File: src/rtl/instr_responder.sv
// Fetch-handshake responder: serves one addressed word per syn/ack transaction
// from a preloadable instruction memory that tracks the program length.
module instr_responder #(
  parameter int               IWIDTH   = 32,
  parameter int               DEPTH    = 36,
  parameter int               PC_WIDTH = 32,
  parameter int               LWIDTH   = 6,
  parameter logic [IWIDTH-1:0] NOP     = 32'h0000_0013
) (
  input  logic                ir_clk,
  input  logic                ir_rst,
  input  logic                ir_i_syn,
  input  logic [PC_WIDTH-1:0] ir_i_addr,
  output logic [IWIDTH-1:0]   ir_o_instr,
  output logic                ir_o_ack,
  output logic                ir_o_last,
  output logic                ir_o_err,
  input  logic                ir_i_wr_en,
  input  logic [LWIDTH-1:0]   ir_i_wr_addr,
  input  logic [IWIDTH-1:0]   ir_i_wr_data,
  input  logic                ir_i_clear,
  output logic [LWIDTH-1:0]   ir_o_len
);

  typedef enum logic [1:0] {
    S_IDLE,
    S_READ,
    S_ACK
  } state_t;

  localparam logic [LWIDTH-1:0] L_DEPTH = LWIDTH'(DEPTH);
  localparam logic [LWIDTH-1:0] L_ONE   = LWIDTH'(1);

  state_t              r_state;
  logic [PC_WIDTH-1:0] r_addr;
  logic [IWIDTH-1:0]   r_mem [DEPTH];
  logic [IWIDTH-1:0]   r_instr;
  logic                r_ack;
  logic                r_last;
  logic                r_err;
  logic [LWIDTH-1:0]   r_len;

  logic [LWIDTH-1:0]   w_idx;
  logic                w_hi;
  logic                w_mis;
  logic                w_oor;
  logic                w_wr_ok;
  logic [LWIDTH-1:0]   w_wr_next;

  assign w_idx     = r_addr[LWIDTH+1:2];
  assign w_hi      = |r_addr[PC_WIDTH-1:LWIDTH+2];
  assign w_mis     = |r_addr[1:0];
  assign w_oor     = w_hi || (w_idx >= r_len) || (w_idx >= L_DEPTH);
  assign w_wr_ok   = ir_i_wr_en && (ir_i_wr_addr < L_DEPTH);
  assign w_wr_next = ir_i_wr_addr + L_ONE;

  // Storage is deliberately left unreset; len gates every read.
  always_ff @(posedge ir_clk) begin
    if (w_wr_ok) begin
      r_mem[ir_i_wr_addr] <= ir_i_wr_data;
    end
  end

  always_ff @(posedge ir_clk or negedge ir_rst) begin
    if (!ir_rst) begin
      r_len <= '0;
    end else if (ir_i_clear) begin
      r_len <= '0;
    end else if (w_wr_ok && (w_wr_next > r_len)) begin
      r_len <= w_wr_next;
    end
  end

  always_ff @(posedge ir_clk or negedge ir_rst) begin
    if (!ir_rst) begin
      r_state <= S_IDLE;
      r_addr  <= '0;
      r_instr <= '0;
      r_ack   <= 1'b0;
      r_last  <= 1'b0;
      r_err   <= 1'b0;
    end else begin
      unique case (r_state)
        S_IDLE: begin
          if (ir_i_syn) begin
            r_addr  <= ir_i_addr;
            r_state <= S_READ;
          end
        end
        S_READ: begin
          r_ack   <= 1'b1;
          r_state <= S_ACK;
          if (w_mis) begin
            r_instr <= NOP;
            r_err   <= 1'b1;
            r_last  <= 1'b0;
          end else if (w_oor) begin
            r_instr <= NOP;
            r_err   <= 1'b0;
            r_last  <= 1'b1;
          end else begin
            r_instr <= r_mem[w_idx];
            r_err   <= 1'b0;
            r_last  <= (w_idx == (r_len - L_ONE));
          end
        end
        S_ACK: begin
          if (!ir_i_syn) begin
            r_ack   <= 1'b0;
            r_last  <= 1'b0;
            r_err   <= 1'b0;
            r_state <= S_IDLE;
          end
        end
        default: r_state <= S_IDLE;
      endcase
    end
  end

  assign ir_o_instr = r_instr;
  assign ir_o_ack   = r_ack;
  assign ir_o_last  = r_last;
  assign ir_o_err   = r_err;
  assign ir_o_len   = r_len;

endmodule

File: config.mk
export PLATFORM = sky130hd
export DESIGN_NAME = instr_responder
export DESIGN_NICKNAME = d
export VERILOG_FILES = /design/src/rtl/instr_responder.sv
export SDC_FILE = /design/constraint.sdc
export NUM_CORES = 1
export LEC_CHECK = 0
export BUFFER_PORTS_ARGS = -buffer_cell sky130_fd_sc_hd__buf_2
export CAP_MARGIN = 20
export CORE_MARGIN = 10
export CORE_UTILIZATION = 55
export DETAILED_ROUTE_END_ITERATION = 8
export PLACE_DENSITY = 0.73
export SLEW_MARGIN = 40
export SYNTH_ARGS = -nofsm -noshare
export SYNTH_HDL_FRONTEND = slang
export SYNTH_SLANG_ARGS = --single-unit
File: constraint.sdc
create_clock -name ir_clk -period 7.3 [get_ports ir_clk]
set_input_delay 0.73 -clock ir_clk [delete_from_list [all_inputs] [get_ports ir_clk]]
set_output_delay 0.73 -clock ir_clk [all_outputs]
set_load 0.03 [all_outputs]
==> results by group, run 1 <==
Status
  • Status: finished clean

Critical path
  • CP required: 7.84 ns
  • Crit path capture type: flop
  • Critical path origin: r_addr[3]
  • CP Data Arrival Time: 4.06 ns
  • CP Max Fanout: 81
  • Startpoint types: flop
  • Reg2reg start: r_addr[3]
  • Crit Path Class: reg2reg

Run
  • Max-Cap Viols: 0

Synth
  • Compound-Gate Fraction of Synth Area: 1.48%
  • Largest family of logic cells by synthesized area: multiplexers
  • Post-synth top flop: edfxtp_1
  • Syn nets: 2136
  • Fraction of the mapped netlist area in adder cells: 0.372%
  • Distinct cells, synth: 45
  • Largest cells by area after synthesis: edfxtp_1, mux4_2, dfrtp_1
  • Count of state elements after synthesis: 1227
  • Most instantiated cells after synthesis: edfxtp_1, mux4_2, nor2_1
  • Synth warnings: 0
  • Top cell type's share of synthesized area: 73.4%
  • Synthesized area per cell: 23.0 um2
  • Xor-xnor portion of the synthesized cell area: 0.186%
  • Asr flop ratio synth: 6.11%
  • Post-synthesis mux area share: 17.8%
  • Cell count after synthesis: 2047
  • Synth area leader: edfxtp_1
  • Fraction of the mapped netlist area in simple logic gates: 1.50%
  • Most frequent cell after synthesis: edfxtp_1
  • Post-synth EDFFs: 1152
  • Mapped Area: 47100 um2
  • Sequential fraction of the synthesis area: 77.4%

Floorplanning
  • IO Count: 116
  • Num rows: 107
  • Die ar.: 97700 um2
  • Die Y-Extent: 313 um
  • Initial Util: 55.4%
  • Die width: 313 um
  • Core box area: 85000 um2

Placement
  • Placed Cells: 3254
  • Placed Area: 49400 um2
  • HPWL Detailed: 56100 um
  • Routability cong.: 0.815
  • Port buffer count: 115

Global route
  • Tot GR Track Use: 23.3%
  • Initial antenna violation count: 6
  • Gr ovfl total: 0
  • Largest net degree at the start of global routing: 84
  • Global-route wire length before repair: 165000 um
  • Vias in the first global route: 23300

STA
  • Slew headroom: 41.5%
  • Max Clk Rate: 0.284 GHz
  • RSZ-0062 raised after global routing: no
  • Slew Limit Fails: 0
  • Worst slew pin tran: 0.875 ns
  • Final hold vios: 0
  • Final worst path period need: 3.52 ns
  • Final setup vio count: 0
  • Post-route setup TNS: 0 ns
  • Final period util: 48.3%
  • Final Skew: 0.0386 ns

Hold path
  • Worst hold start: ir_i_addr[27]
  • Min-delay worst type: in2reg

Route
  • Wirelength per Cell: 32.8 um
  • Drt drc: 0
  • Final ANT Viol Nets: 0
  • Routed WL: 114000 um
  • Vias per cell: 6.52
  • Drt pass-1 iters: 5
  • Initial detailed-routing violation count: 3169
  • Total number of vias: 22700

Finish
  • Share of layout cells above drive strength 1: 32.8%
  • Area Overhead vs Synth: 13.1%
  • Final Instance Area: 53300 um2
  • Final Util: 62.6%
  • Non-Filler Instances: 3477
  • # fillers: 5475
  • Nets: 2318

Clock tree
  • Clk_lat worst skew: 0.71 ns
  • Clock transition at path regs: 0.06 ns
  • CTS tree: done
  • CTS Buf Count: 114
  • H-Tree Depth: 3
  • CTS max path bufs: 3
  • CTS Sinks: 1227
  • # Post-CTS Setup Buffers: 0
  • Post_cts resized: 0
  • Clock root buffer: clkbuf_16

Power
  • Power per cell area: 346 nW/um2
  • Leak: 17.0 nW
  • Max rail drop VDD: 0.247 mV
  • Total power: 18.4 mW
[path summary, 6_finish.rpt]
path                                  end  slack (ns)  cells after the start
setup / recovery           ir_o_instr[23]        3.78                      8
hold / removal                 r_addr[27]        0.28                      2
setup reg to reg           ir_o_instr[23]        3.78                      8
hold reg to reg             ir_o_instr[9]        0.48                      2
max in group asynchronous       r_addr[7]        5.73                      3
min in group asynchronous  ir_o_instr[15]        0.54                      2
[where the power goes]
| part | switching, mW | internal, mW | total [mW] |
|---|---|---|---|
| registers | 0.296 | 7.85 | 8.15 |
| clock network | 2.53 | 3.42 | 5.95 |
| logic | 2.08 | 2.27 | 4.35 |
| total | 4.91 | 13.5 | 18.4 |
[worst max-delay path, cell delays in order, from the launching register on]
cell	delay [ns]
dfrtp_4	0.91
buf_12	0.48
buf_16	0.39
mux4_2	0.42
mux4_2	0.50
mux2i_1	0.16
nor2_1	0.06
a21oi_1	0.20
o21ai_1	0.09
[kinds of logic after synthesis]
logic type	count (synthesis)
flops	1227
xor+xnor	10
compound gates	117
fa+ha+maj	14
buf+inv	115
mux	404
simple gates	160
[cell type report]
type | instances | area [um2] | share of cell area, %
sequential | 1227 | 36500 | 68.5
multi-input combinational | 705 | 10300 | 19.4
clock buffer | 160 | 3160 | 5.93
tap | 1144 | 1430 | 2.69
timing repair buffer | 173 | 1160 | 2.17
clock inverter | 58 | 652 | 1.22
inverter | 8 | 30.0 | 0.0564
antenna | 2 | 5.00 | 0.00940
[placed cells by master (no fill, tap or decap), types with 17 or more instances in the layout]
| cell type | count |
|---|---|
| buf_2 | 114 |
| o21ai_1 | 28 |
| edfxtp_1 | 1152 |
| dfrtp_1 | 69 |
| mux2i_1 | 29 |
| buf_4 | 43 |
| nor2_1 | 43 |
| nor2_4 | 36 |
| clkbuf_1 | 33 |
| nand2_1 | 39 |
| clkbuf_16 | 114 |
| mux4_2 | 344 |
| mux2_2 | 31 |
| a21oi_1 | 39 |
| clkinv_1 | 17 |
| clkinv_2 | 17 |
[registers in the layout, indices dropped and copies added (netlist names)]
signal and flops:
ir_o_instr 32, ir_o_len 6, ir_o_err 1, r_addr 32
ir_o_last 1, r_mem 1152, r_state 2, ir_o_ack 1
[through the flow]
step	hold WS, ns	setup WS, ns
after floorplan	0.434	4.01
after global placement	0.472	3.61
after detailed placement	0.475	3.77
after CTS	0.241	3.71
after global routing	0.263	3.59
final	0.283	3.78
[layer usage]
layer / wire length [um] / vias to the layer above / track usage [%]
li1: - / 9029 / -
met1: 42100 / 12000 / 31.9
met2: 56400 / 1400 / 37.7
met3: 12200 / 196 / 5.03
met4: 3310 / 8 / 7.26
met5: 60 / - / 0
[timing repair]
action,in CTS,in global routing
endpoints found under the hold margin,15,0
setup endpoints to repair,0,0
hold buffers,1,0
Note: power is estimated with default switching activity, not from simulation.
==> run 2: changes to the inputs <==
==> constraint.sdc (replaced) <==
create_clock -name ir_clk -period 3.5 [get_ports ir_clk]
set_input_delay 0.35 -clock ir_clk [delete_from_list [all_inputs] [get_ports ir_clk]]
set_output_delay 0.35 -clock ir_clk [all_outputs]
set_load 0.03 [all_outputs]
==> run 2 against run 1 <==
Compared with the run above: non-clock buffer count rose by 52; sequential share of layout area is 0.85 points lower; sequential power grew 110%; count of clock-buffer cells in the layout down 11; combinational power is 110% higher; global-route usage increased by 0.36 points; critical path depth down 1; cell area increased by 1.2%; critical endpoint is now ir_o_instr[2]; largest cell class unchanged.
==> results by group, run 2 (synthesis gave the netlist of run 1 again) <==
Clock tree
  • CTS max path bufs: 3 (unchanged)
  • CTS Sinks: 1227 (unchanged)
  • Clock root buffer: clkbuf_16
  • CTS Buf Count: 114 (unchanged)
  • Clock transition at path regs: 0.07 ns (about the same)
  • H-Tree Depth: 3 (unchanged)
  • Clk_lat worst skew: 0.69 ns (-0.02 ns)
  • Post_cts resized: 0 (unchanged)
  • CTS tree: done

STA
  • Max Clk Rate: 0.347 GHz (+22%)
  • Worst setup margin: 0.615 ns (-3.16 ns)
  • Final period util: 82.4% (+34 points)
  • Worst slew pin tran: 0.876 ns (+0.000491 ns)
  • Final setup vio count: 0 (unchanged)
  • Final worst path period need: 2.88 ns (-0.640 ns)
  • Slew headroom: 41.6% (+0.11 points)
  • Slew Limit Fails: 0 (unchanged)
  • Post-route setup TNS: 0 ns (unchanged)
  • Final Skew: 0.0193 ns (-0.0193 ns)
  • Final hold slack: 0.116 ns (-0.167 ns)
  • RSZ-0062 raised after global routing: no
  • Final hold vios: 0 (unchanged)

Route
  • Drt pass-1 iters: 5 (unchanged)
  • Routed WL: 116000 um (+1.3%)
  • Wirelength per Cell: 32.8 um (about the same)
  • Final ANT Viol Nets: 0 (unchanged)
  • Vias per cell: 6.56 (+0.53%)
  • Drt drc: 0 (unchanged)
  • Initial detailed-routing violation count: 3397 (+7.2%)
  • Total number of vias: 23100 (+1.9%)

Critical path
  • Crit path buffers/inverters: 1 (-1)
  • Cell family with most CP delay: multiplexers
  • Startpoint types: flop
  • CP required: 4.04 ns (-3.80 ns)
  • Crit Path Class: reg2reg
  • Worst-path cell chain: buf_4 > mux4_2 > mux4_2 > mux2i_1 > nor2_1 > a21oi_1 > o21ai_1
  • Slowest stage cell, crit path: dfrtp_4
  • CP Max Fanout: 31 (-62%)
  • CP peak stage delay: 0.83 ns (-0.08 ns)
  • Cell repeated most along the worst path: mux4_2
  • Crit path capture type: flop
  • CP Data Arrival Time: 3.42 ns (-0.64 ns)

Finish
  • Final Instance Area: 53900 um2 (+1.2%)
  • Nets: 2370 (+2.2%)
  • # fillers: 5412 (-1.2%)
  • Number of flip-flops in the largest register: 1152 (unchanged)
  • Most common cell after layout, fill and taps aside: edfxtp_1
  • Commonest non-fill, non-tap cells in the layout: edfxtp_1, mux4_2, clkbuf_16, buf_2, dfrtp_1
  • Largest Register: r_mem
  • Share of layout cells above drive strength 1: 33.1% (+0.28 points)
  • Area Overhead vs Synth: 14.5%
  • Final Util: 63.4% (+0.78 points)

Floorplanning
  • Die width: 313 um (unchanged)
  • Initial Util: 55.4% (unchanged)
  • Core box area: 85000 um2 (unchanged)
  • Die Y-Extent: 313 um (unchanged)
  • Die ar.: 97700 um2 (unchanged)
  • IO Count: 116 (unchanged)
  • Num rows: 107 (unchanged)

Placement
  • Routability cong.: 0.822 (+0.92%)
  • Placed Area: 49800 um2 (+0.89%)
  • Port buffer count: 115 (unchanged)
  • Post-Place Worst Slack: 0.689 ns (-3.08 ns)
  • HPWL Detailed: 58500 um (+4.3%)

Power
  • Max rail drop VDD: 0.452 mV (+83%)
  • Power per cell area: 713 nW/um2 (+110%)
  • Leak: 17.2 nW (+1.6%)

Global route
  • Vias in the first global route: 23400 (+0.76%)
  • Global-route wire length before repair: 167000 um (+1.7%)
  • Initial antenna violation count: 6 (unchanged)
  • Largest net degree at the start of global routing: 69 (-18%)
  • Gr ovfl total: 0 (unchanged)
  • Tot GR Track Use: 23.7% (+0.36 points)

Status
  • Status: finished clean

Hold path
  • Min-delay worst type: in2reg

Run
  • Max-Cap Viols: 0 (unchanged)
run 2: cell count changes in the layout (fill, tap and decap cells not counted), moves of 3 or more:
cell	change
dlygate4sd3_1	+34
buf_12	+27
clkbuf_1	-10
clkinv_2	+8
buf_6	-5
clkinv_8	-4
inv_6	+4
clkinvlp_4	+3
run 2: metal layers:
layer  up-vias  routed length (um)  global-route usage [%]
li1       9121                   -                       -
met1     12300               44300                    33.7
met2      1476               55900                    37.2
met3       198               12000                    4.38
met4         6                3350                    7.97
met5         -                  44                       0
run 2: area by class of cell:
| cell class | instances | area [um2] | share of cell area [%] |
|---|---|---|---|
| multi-input cells | 705 | 10300 | 19.2 |
| flip-flops and latches | 1227 | 36500 | 67.7 |
| well taps | 1144 | 1430 | 2.65 |
| repair buffers | 225 | 1910 | 3.55 |
| clock buffers | 149 | 3120 | 5.78 |
| inverters | 8 | 30.0 | 0.0557 |
| diodes | 2 | 5.00 | 0.00928 |
| clock inverters | 64 | 611 | 1.13 |
run 2: worst paths after layout:
kind / slack (ns) / depth (start not counted) / startpoint / end
max: 0.62 / 7 / r_addr[3] / ir_o_instr[2]
min: 0.12 / 3 / ir_i_wr_addr[0] / ir_o_len[0]
max reg2reg: 0.62 / 7 / r_addr[3] / ir_o_instr[2]
min reg2reg: 0.48 / 2 / ir_o_instr[8] / ir_o_instr[8]
max in group asynchronous: 2.41 / 3 / ir_rst / r_addr[4]
min in group asynchronous: 0.19 / 2 / ir_rst / ir_o_instr[9]
run 2: worst min-delay path, stage by stage:
cell     delay [ns]
buf_2          0.21
or2_2          0.15
a21oi_1        0.05
run 2: power breakdown:
| part | internal, mW | switching, mW | total [mW] |
|---|---|---|---|
| clock | 7.01 | 5.28 | 12.3 |
| combinational | 4.87 | 4.38 | 9.25 |
| sequential | 16.4 | 0.542 | 16.9 |
run 2: through the flow:
| step | std cells | total power [mW] |
|---|---|---|
| after global routing | 3524 | 39.8 |
| final | 3524 | 38.5 |
| after global placement | 3274 | 26.3 |
| after floorplan | 2047 | 24.1 |
| after CTS | 3522 | 38.7 |
| after detailed placement | 3274 | 26.4 |
run 2: repair_timing:
action | CTS | global route
endpoints found under the hold margin | 61 | 0
setup buffers | 0 | 0
hold buffers | 35 | 0
==> run 3: changes to the inputs <==
==> constraint.sdc (replaced) <==
create_clock -name ir_clk -period 2.9 [get_ports ir_clk]
set_input_delay 0.29 -clock ir_clk [delete_from_list [all_inputs] [get_ports ir_clk]]
set_output_delay 0.29 -clock ir_clk [all_outputs]
set_load 0.03 [all_outputs]
==> run 3 against run 2 <==
Compared with the run above: first-iteration DRC count rose by 6.7%; clock power rose by 26%; cell count rose by 0.85%; maximum frequency rose by 6.5%; setup slack got worse by 0.42 ns; critical endpoint is now ir_o_instr[21].
==> results by group, run 3 (synthesis gave the netlist of run 1 again) <==
Finish
  • Commonest non-fill, non-tap cells in the layout: edfxtp_1, mux4_2, clkbuf_16, buf_2, dfrtp_1
  • Sequential Area: 36500 um2 (unchanged)
  • Number of flip-flops in the largest register: 1152 (unchanged)
  • Share of layout cells above drive strength 1: 33.6% (+0.54 points)
  • Nets: 2397 (+1.1%)
  • Area Overhead vs Synth: 16.0%
  • Final Util: 64.3% (+0.84 points)
  • # fillers: 5249 (-3.0%)
  • Most common cell after layout, fill and taps aside: edfxtp_1
  • Final Instance Area: 54600 um2 (+1.3%)
  • Multi-input logic area: 10300 um2 (unchanged)
  • Largest Register: r_mem

Placement
  • HPWL Detailed: 60600 um (+3.6%)
  • Post-Place Worst Slack: 0.235 ns (-0.454 ns)
  • Port buffer count: 115 (unchanged)
  • Routability cong.: 0.810 (-1.5%)
  • Placed Area: 50300 um2 (+1.0%)

STA
  • Max Clk Rate: 0.369 GHz (+6.5%)
  • Final worst path period need: 2.71 ns (-0.177 ns)
  • Final hold vios: 0 (unchanged)
  • Final period util: 93.4% (+11 points)
  • Slew headroom: 48.9% (+7.3 points)
  • RSZ-0062 raised after global routing: no
  • Slew Limit Fails: 0 (unchanged)
  • Worst setup margin: 0.192 ns (-0.423 ns)
  • Worst slew pin tran: 0.766 ns (-0.110 ns)
  • Post-route setup TNS: 0 ns (unchanged)
  • Final Skew: 0.0166 ns (-0.00277 ns)
  • Final setup vio count: 0 (unchanged)

Power
  • Sw frac: 26.3% (-0.26 points)
  • Clock Power Share: 32.5% (+0.5 points)
  • Power per cell area: 876 nW/um2 (+23%)
  • Comb pwr share: 25.2% (+1.2 points)
  • Sequential Power Share: 42.3% (-1.7 points)
  • Max rail drop VDD: 0.613 mV (+36%)
  • Switch Pwr: 12.6 mW (+23%)
  • Leak: 17.6 nW (+1.8%)
  • Power Internal: 35.3 mW (+25%)

Floorplanning
  • Die Y-Extent: 313 um (unchanged)
  • Initial Util: 55.4% (unchanged)
  • IO Count: 116 (unchanged)
  • Core box area: 85000 um2 (unchanged)
  • Die width: 313 um (unchanged)
  • Num rows: 107 (unchanged)
  • Die ar.: 97700 um2 (unchanged)

Global route
  • Initial antenna violation count: 7 (+1)
  • Global-route wire length before repair: 174000 um (+3.7%)
  • Largest net degree at the start of global routing: 75 (+8.7%)
  • Tot GR Track Use: 24.6% (+0.95 points)
  • Vias in the first global route: 24000 (+2.6%)
  • Gr ovfl total: 0 (unchanged)

Route
  • Total number of vias: 23500 (+1.7%)
  • Vias per cell: 6.61 (+0.88%)
  • Routed WL: 120000 um (+4.2%)
  • Wirelength per Cell: 33.9 um (+3.3%)
  • Initial detailed-routing violation count: 3626 (+6.7%)
  • Drt drc: 0 (unchanged)
  • Drt pass-1 iters: 5 (unchanged)
  • Final ANT Viol Nets: 0 (unchanged)

Run
  • Max-Cap Viols: 0 (unchanged)

Critical path
  • Startpoint types: flop
  • Crit path capture type: flop
  • Reg2Reg Setup Slack: 0.19 ns (-0.42 ns)
  • Worst setup endpoint: ir_o_instr[21]
  • CP Data Arrival Time: 3.26 ns (-0.16 ns)
  • Critical path origin: r_addr[2]
  • CP required: 3.45 ns (-0.59 ns)
  • Reg2Reg Depth: 8 (+1)
  • Reg-to-reg endpoint: ir_o_instr[21]
  • Reg2reg start: r_addr[2]
  • Crit Path Class: reg2reg
  • CP Max Fanout: 29 (-6.5%)

Clock tree
  • Clk_lat worst skew: 0.67 ns (-0.02 ns)
  • CTS max path bufs: 3 (unchanged)
  • CTS Sinks: 1227 (unchanged)
  • CTS Buf Count: 114 (unchanged)
  • Clock transition at path regs: 0.06 ns (about the same)
  • H-Tree Depth: 3 (unchanged)
  • Clock root buffer: clkbuf_16
  • Post_cts resized: 0 (unchanged)
  • CTS tree: done

Hold path
  • Min-delay worst type: in2reg
  • Worst hold start: ir_i_wr_addr[0]

Status
  • Status: finished clean
[run 3: cell count changes in the layout (fill, tap and decap cells not counted), sizes merged]
cell | previous run | this run
bufinv | 10 | 17
clkinv | 42 | 31
inv | 15 | 11
buf | 190 | 217
clkbuf | 149 | 163
clkinvlp | 5 | 2
[run 3: worst min path at each step]
stage	depth (start not counted)	end
after floorplan	0	ir_o_ack
after global placement	1	r_addr[16]
after detailed placement	1	r_addr[18]
after CTS	3	ir_o_len[0]
after global routing	1	r_mem[11][27]
final	3	ir_o_len[0]
[run 3: power groups by stage]
stage               clock [mW]  combinational [mW]  sequential (mW)
floorplan                    0                8.83             20.3
global placement             0                11.7             20.5
detailed placement           0                11.9             20.6
CTS                       15.7                12.1             20.2
global route              16.3                12.8             20.2
finish                    15.5                12.1             20.2
[run 3: timing repair]
action / 4_1_cts / 5_1_grt
hold buffers: 35 / 0
endpoints found under the hold margin: 81 / 0
setup buffers: 0 / 0
[run 3: layer usage]
metal / up-vias / part of all wire, % / track usage, % / wire length, um
met3: 250 / 11 / 5.08 / 13500
met5: - / 0.031 / 0 / 37
met4: 6 / 3.2 / 8.34 / 3890
met1: 12400 / 38 / 34.9 / 45300
met2: 1645 / 48 / 38.4 / 57800
li1: 9189 / - / - / -
[run 3: cell type report]
| cell class | count | share of cell area, % |
|---|---|---|
| multi-input cells | 705 | 18.9 |
| clock inverters | 53 | 1.29 |
| well taps | 1144 | 2.62 |
| clock buffers | 163 | 5.92 |
| inverters | 8 | 0.0550 |
| repair buffers | 252 | 4.41 |
| flip-flops and latches | 1227 | 66.8 |
| diodes | 2 | 0.00916 |
[run 3: per-stage QoR]
stage,power (mW),std cells,hold slack [ns]
floorplan,29.1,2047,-0.00559
detailed placement,32.4,3301,0.392
global route,49.4,3553,0.143
finish,47.8,3554,0.0949
CTS,48.0,3552,0.0435
global placement,32.2,3301,0.384
[run 3: worst max-delay path, stage by stage, from the launching register on]
cell	delay [ns]
dfrtp_4	0.52
buf_12	0.28
buf_12	0.23
mux4_2	0.53
mux4_2	0.49
mux2i_1	0.20
nor2_1	0.06
a21oi_1	0.17
o21ai_1	0.07
